===== src/rtl/noc_pkg.sv =====
// Shared NoC definitions: port counts, select width and arbiter state encoding.
package noc_pkg;

  localparam int NUM_IN = 3;
  localparam int SEL_W  = 2;
  localparam int FLIT_W = 11;

  typedef enum logic [0:0] {
    IDLE  = 1'b0,
    OFFER = 1'b1
  } arb_state_t;

  // Convert a select value (0..2) into a one-hot port vector; 3 maps to no port.
  function automatic logic [NUM_IN-1:0] sel_onehot(input logic [SEL_W-1:0] sel);
    logic [NUM_IN-1:0] oh;
    case (sel)
      2'd0:    oh = 3'b001;
      2'd1:    oh = 3'b010;
      2'd2:    oh = 3'b100;
      default: oh = 3'b000;
    endcase
    return oh;
  endfunction

endpackage


===== src/rtl/merge_arbiter_if.sv =====
// Handshake bundle between the input ports, the merge control channel and the
// downstream credit return. The master side is the arbiter itself.
interface merge_arbiter_if import noc_pkg::*; ();

  logic [NUM_IN-1:0] req;
  logic [NUM_IN-1:0] req_ack;
  logic              ctrl_valid;
  logic              ctrl_ready;
  logic [SEL_W-1:0]  ctrl_data;
  logic              credit_ret;
  logic              credit_err;

  modport master (
    input  req,
    input  ctrl_ready,
    input  credit_ret,
    output req_ack,
    output ctrl_valid,
    output ctrl_data,
    output credit_err
  );

  modport slave (
    output req,
    output ctrl_ready,
    output credit_ret,
    input  req_ack,
    input  ctrl_valid,
    input  ctrl_data,
    input  credit_err
  );

endinterface


===== src/rtl/rr_pick3.sv =====
// Three-way round-robin pick: the search starts at the port after the last
// grant and wraps modulo 3, so the last granted port is checked last.
module rr_pick3 import noc_pkg::*; (
  input  logic [NUM_IN-1:0] req,
  input  logic [SEL_W-1:0]  last,
  output logic [SEL_W-1:0]  sel,
  output logic              any
);

  // Priority search rotated by the previous grant.
  always_comb begin
    sel = 2'd0;
    any = |req;
    case (last)
      2'd0: begin
        if (req[1])      sel = 2'd1;
        else if (req[2]) sel = 2'd2;
        else if (req[0]) sel = 2'd0;
        else             sel = 2'd0;
      end
      2'd1: begin
        if (req[2])      sel = 2'd2;
        else if (req[0]) sel = 2'd0;
        else if (req[1]) sel = 2'd1;
        else             sel = 2'd0;
      end
      default: begin
        if (req[0])      sel = 2'd0;
        else if (req[1]) sel = 2'd1;
        else if (req[2]) sel = 2'd2;
        else             sel = 2'd0;
      end
    endcase
  end

endmodule


===== src/rtl/merge_arbiter.sv =====
// Credit-gated round-robin arbiter that offers one select token at a time to
// a merge control channel. Every accepted token is followed by one IDLE
// bubble so a port's req has dropped before the next pick looks at it.
module merge_arbiter import noc_pkg::*; #(
  parameter int CREDITS = 4
) (
  input  logic            clk,
  input  logic            reset,
  merge_arbiter_if.master bus
);

  localparam logic [2:0] CREDIT_MAX = 3'(CREDITS);

  arb_state_t       state_r;
  arb_state_t       state_nxt_s;
  logic [SEL_W-1:0] ctrl_data_r;
  logic [SEL_W-1:0] last_grant_r;
  logic [2:0]       credit_cnt_r;
  logic             credit_err_r;
  logic [SEL_W-1:0] pick_sel_s;
  logic             pick_any_s;
  logic             load_s;
  logic             accept_s;

  rr_pick3 u_pick (
    .req  (bus.req),
    .last (last_grant_r),
    .sel  (pick_sel_s),
    .any  (pick_any_s)
  );

  // Next-state logic: pick in IDLE when credit allows, hold the offer until accepted.
  always_comb begin
    state_nxt_s = state_r;
    load_s      = 1'b0;
    accept_s    = 1'b0;
    case (state_r)
      IDLE: begin
        if (pick_any_s && (credit_cnt_r != 3'd0)) begin
          state_nxt_s = OFFER;
          load_s      = 1'b1;
        end else begin
          state_nxt_s = IDLE;
        end
      end
      OFFER: begin
        if (bus.ctrl_ready) begin
          state_nxt_s = IDLE;
          // A reset in the handshake cycle abandons the token, so no ack.
          accept_s    = ~reset;
        end else begin
          state_nxt_s = OFFER;
        end
      end
      default: begin
        state_nxt_s = IDLE;
      end
    endcase
  end

  // State register.
  always_ff @(posedge clk) begin
    if (reset) begin
      state_r <= IDLE;
    end else begin
      state_r <= state_nxt_s;
    end
  end

  // Capture the pick when an offer starts and remember the accepted port.
  always_ff @(posedge clk) begin
    if (reset) begin
      ctrl_data_r  <= 2'd0;
      last_grant_r <= 2'd2;
    end else begin
      if (load_s) begin
        ctrl_data_r <= pick_sel_s;
      end
      if (accept_s) begin
        last_grant_r <= ctrl_data_r;
      end
    end
  end

  // Downstream credit tracking with saturation and a sticky overflow flag.
  always_ff @(posedge clk) begin
    if (reset) begin
      credit_cnt_r <= CREDIT_MAX;
      credit_err_r <= 1'b0;
    end else begin
      case ({accept_s, bus.credit_ret})
        2'b10: begin
          credit_cnt_r <= credit_cnt_r - 3'd1;
        end
        2'b01: begin
          if (credit_cnt_r == CREDIT_MAX) begin
            credit_err_r <= 1'b1;
          end else begin
            credit_cnt_r <= credit_cnt_r + 3'd1;
          end
        end
        default: begin
          credit_cnt_r <= credit_cnt_r;
        end
      endcase
    end
  end

  assign bus.ctrl_valid = (state_r == OFFER);
  assign bus.ctrl_data  = ctrl_data_r;
  assign bus.req_ack    = accept_s ? sel_onehot(ctrl_data_r) : 3'b000;
  assign bus.credit_err = credit_err_r;

endmodule


===== src/flat_wrapper.sv =====
// flat-port wrapper written by rule: the top's interface ports become plain ports
module merge_arbiter_flat import noc_pkg::*;
#(
  parameter int CREDITS = 4
)
  (clk, reset, bus_req, bus_ctrl_ready, bus_credit_ret, bus_req_ack, bus_ctrl_valid, bus_ctrl_data, bus_credit_err);
  merge_arbiter_if bus_i ();
  input  logic clk;
  input  logic reset;
  input wire logic [$bits(bus_i.req)-1:0] bus_req;
  input wire logic [$bits(bus_i.ctrl_ready)-1:0] bus_ctrl_ready;
  input wire logic [$bits(bus_i.credit_ret)-1:0] bus_credit_ret;
  output wire logic [$bits(bus_i.req_ack)-1:0] bus_req_ack;
  output wire logic [$bits(bus_i.ctrl_valid)-1:0] bus_ctrl_valid;
  output wire logic [$bits(bus_i.ctrl_data)-1:0] bus_ctrl_data;
  output wire logic [$bits(bus_i.credit_err)-1:0] bus_credit_err;
  assign bus_i.req = bus_req;
  assign bus_i.ctrl_ready = bus_ctrl_ready;
  assign bus_i.credit_ret = bus_credit_ret;
  assign bus_req_ack = bus_i.req_ack;
  assign bus_ctrl_valid = bus_i.ctrl_valid;
  assign bus_ctrl_data = bus_i.ctrl_data;
  assign bus_credit_err = bus_i.credit_err;
  merge_arbiter #(.CREDITS(CREDITS)) u_core (.clk(clk), .reset(reset), .bus(bus_i));
endmodule

===== config.mk =====
export PLATFORM = sky130hd
export DESIGN_NAME = merge_arbiter_flat
export DESIGN_NICKNAME = d
export VERILOG_FILES = /design/src/rtl/noc_pkg.sv /design/src/rtl/merge_arbiter_if.sv /design/src/rtl/rr_pick3.sv /design/src/rtl/merge_arbiter.sv /design/src/flat_wrapper.sv
export SDC_FILE = /design/constraint.sdc
export NUM_CORES = 1
export LEC_CHECK = 0
export BUFFER_PORTS_ARGS = -buffer_cell sky130_fd_sc_hd__buf_2
export CORE_MARGIN = 1
export CORE_UTILIZATION = 35
export CTS_BUF_LIST = sky130_fd_sc_hd__clkbuf_8
export CTS_CLUSTER_DIAMETER = 100
export DETAILED_ROUTE_END_ITERATION = 10
export GPL_TIMING_DRIVEN = 0
export PLACE_DENSITY = 0.59
export SKIP_CTS_REPAIR_TIMING = 1
export SYNTH_ARGS = -nofsm -noshare
export SYNTH_HDL_FRONTEND = slang
export SYNTH_SLANG_ARGS = --single-unit
export TNS_END_PERCENT = 50

===== constraint.sdc =====
create_clock -name clk -period 1.7 [get_ports clk]
set_clock_uncertainty 0.1 [all_clocks]
set_input_delay 0.17 -clock clk [delete_from_list [all_inputs] [get_ports clk]]
set_output_delay 0.17 -clock clk [all_outputs]
set_load 0.02 [all_outputs]

==> key figures <==
Run status
  – Status: complete, no violations

Setup path
  – Worst flop-to-flop path startpoint: u_core.bus.ctrl_valid
  – WP buf/inv: 1
  – CP Class: reg2reg
  – Cell Chain, Critical Path: nand3b_4 > nand2_2 > fa_2 > buf_4 > o31ai_2 > o2111ai_1
  – CP Launch Point: u_core.bus.ctrl_valid
  – Cell depth of the worst setup path: 6
  – Reg2Reg Depth: 6
  – Top delay family on crit path: flip-flops
  – Crit end category: flip-flop
  – CP Launch Type: flip-flop
  – Required @ worst endpoint: 1.71 ns
  – CP max stage delay: 0.37 ns
  – Max Fanout on Critical Path: 11
  – CP Data Arrival Time: 1.63 ns
  – CP max stage cell: dfxtp_4

Clocking
  – Total CTS buffers: 3
  – H-tree lvl count: 1
  – CTS tree: done
  – Clk Latency, worst-skew pair: 0.23 ns
  – Reg clk slew, reported paths: 0.05 ns
  – CTS max path bufs: 2
  – Clk root buf: clkbuf_8
  – CTS sink count: 9

Detailed routing
  – DRT iter0 DRCs: 6
  – Initial DRT Pass Iterations: 4
  – Vias: 517
  – Via density: 5.68
  – Final ANT Viol Nets: 0
  – Remaining DRCs: 0
  – Routed WL: 1140 µm
  – Wire length per cell: 12.5 µm

Timing
  – Fin crit period: 1.62 ns
  – Slew headroom: 76.6%
  – Final Cycle Share: 95.3%
  – Final hold vios: 0
  – Setup_tns: 0 ns
  – RSZ-0062 raised after global routing: false
  – Worst slew pin tran: 0.347 ns
  – Final setup vio count: 0
  – Final max-slew violation count: 0
  – FMAX: 618 MHz
  – Hold_ws: 0.105 ns

Placed design
  – Routability-driven placement congestion ratio: 0.639
  – HPWL Detailed: 820 µm
  – Port bufs: 12

Power
  – Sequential power share: 40.6%
  – Worst VDD drop: 0.000499 V
  – Sw Share: 29.0%
  – Power per cell area: 954 nW/µm²
  – Total power draw: 640 µW
  – Internal Power: 454 µW
  – P_sw: 185 µW
  – Gate power share: 20.9%
  – Leak: 0.299 nW
  – Clock network fraction of total power: 38.4%

Synth
  – Cell variety after synth: 30
  – Syn nets: 66
  – Synthesized area per cell: 8.97 µm²
  – Seq cells post-synth: 9
  – Synth area leader: dfxtp_1
  – Yosys warning total: 0
  – Post-Syn Area: 520 µm²
  – Synth Instances: 58
  – Seq/Total Area, Yosys: 34.6%
  – Yosys top cell area share: 34.6%
  – Top cells by area, synth: dfxtp_1, nand2_1, nor3b_1, fa_1, nand3b_4

Finish
  – Share of cells above drive strength 1: 32.9%
  – Most frequent cells in the layout: buf_2, dfxtp_1, nand2_1
  – Final Core Density: 49.7%
  – N_diodes: 0
  – Final #Nets: 85
  – Filler instances: 148
  – Commonest non-fill, non-tap cell in the layout: buf_2
  – Layout area overhead: 28.8%

Global route
  – Pin count of the biggest net entering global routing: 11
  – Vias in the first global route: 418
  – Total gr overflow: 0
  – Initial antenna violation count: 0
  – Overall routing resource usage: 16.8%
  – First-pass GRT wire length: 1750 µm

Floorplanning
  – Die width: 40.6 µm
  – Die height: 40.6 µm
  – Initial core utilization: 38.6%
  – Ports: 14
  – Die Area: 1650 µm²
  – Core Rows: 13
  – Core ar.: 1350 µm²

Min path
  – Hold path startpoint: bus_req[1]
  – Hold depth: 3
  – Worst Hold Class: in2reg

Run
  – Max-cap violations: 0
logic make-up after synthesis:
kind of cell	share of synthesized area [%]
AOI/OAI and AO/OA	22.8
adders and majority gates	3.85
buffers and inverters	5.05
DFF	34.6
and+or+nand+nor	33.7
sequential cells by signal, summed over array words and instances, names as in the netlist:
signal,flops
u_core.bus.ctrl_data,2
u_core.last_grant_r,2
u_core.bus.ctrl_valid,1
u_core.bus.credit_err,1
u_core.credit_cnt_r,3
cell usage after synthesis:
| master | n |
|---|---|
| nor3_1 | 3 |
| fa_1 | 1 |
| o31ai_1 | 1 |
| nand3_1 | 3 |
| nand2_1 | 6 |
| inv_1 | 3 |
| o21ai_0 | 1 |
| nand2b_1 | 1 |
| nand4b_1 | 1 |
| dfxtp_1 | 9 |
| o41ai_1 | 2 |
| o22a_1 | 2 |
| a211oi_1 | 1 |
| nand3b_4 | 1 |
| or3_4 | 1 |
| nor2_1 | 2 |
| nor2b_1 | 2 |
| buf_6 | 1 |
| a21oi_1 | 3 |
| a31oi_1 | 1 |
| o32ai_1 | 1 |
| o2111ai_1 | 1 |
| nor3b_1 | 3 |
| clkbuf_1 | 1 |
| and4_1 | 1 |
| or3b_1 | 1 |
| and3b_1 | 1 |
| or4_1 | 1 |
| o311ai_0 | 2 |
| a21boi_1 | 1 |
power by group through the flow:
stage / combinational, mW / sequential (mW) / clock [mW]
global route: 0.146 / 0.265 / 0.259
floorplan: 0.0870 / 0.264 / 0
finish: 0.134 / 0.260 / 0.246
detailed placement: 0.135 / 0.258 / 0
global placement: 0.133 / 0.257 / 0
CTS: 0.135 / 0.254 / 0.252
metal layers:
metal  part of all wire, %  global-route usage, %  up-vias
met5                     0                      0        -
met4                   2.4                   10.0        0
met3                   3.6                   5.00        5
met2                    46                   27.0        9
met1                    48                   19.3      241
li1                      -                      -      262
cell type report:
class	count	area, µm²	area share, %
Multi-Input combinational cell	44	324	48.3
Sequential cell	9	184	27.4
Timing Repair Buffer	15	82.6	12.3
Clock buffer	3	41.3	6.16
Tap cell	15	18.8	2.80
Inverter	3	11.3	1.68
Buffer	1	5.00	0.746
Clock inverter	1	3.75	0.560
tightest hold or removal path: stages:
cell and delay [ns]:
buf_2 0.11, inv_1 0.05, o41ai_1 0.06
path summary, 6_finish.rpt:
check,to,slack [ns]
worst max register to register,u_core.credit_cnt_r[2],0.08
worst min register to register,u_core.last_grant_r[0],0.37
worst max-delay path,u_core.credit_cnt_r[2],0.08
worst min-delay path,u_core.bus.ctrl_data[0],0.10
through the flow:
step	instances	cell area [µm²]	setup WS, ns
after global placement	85	604	-0.0338
final	91	671	0.0806
after detailed placement	85	604	-0.0285
after global routing	91	671	0.0234
after floorplan	58	526	-0.00550
after CTS	89	649	-0.0224
(Power assumes the default switching activity.)
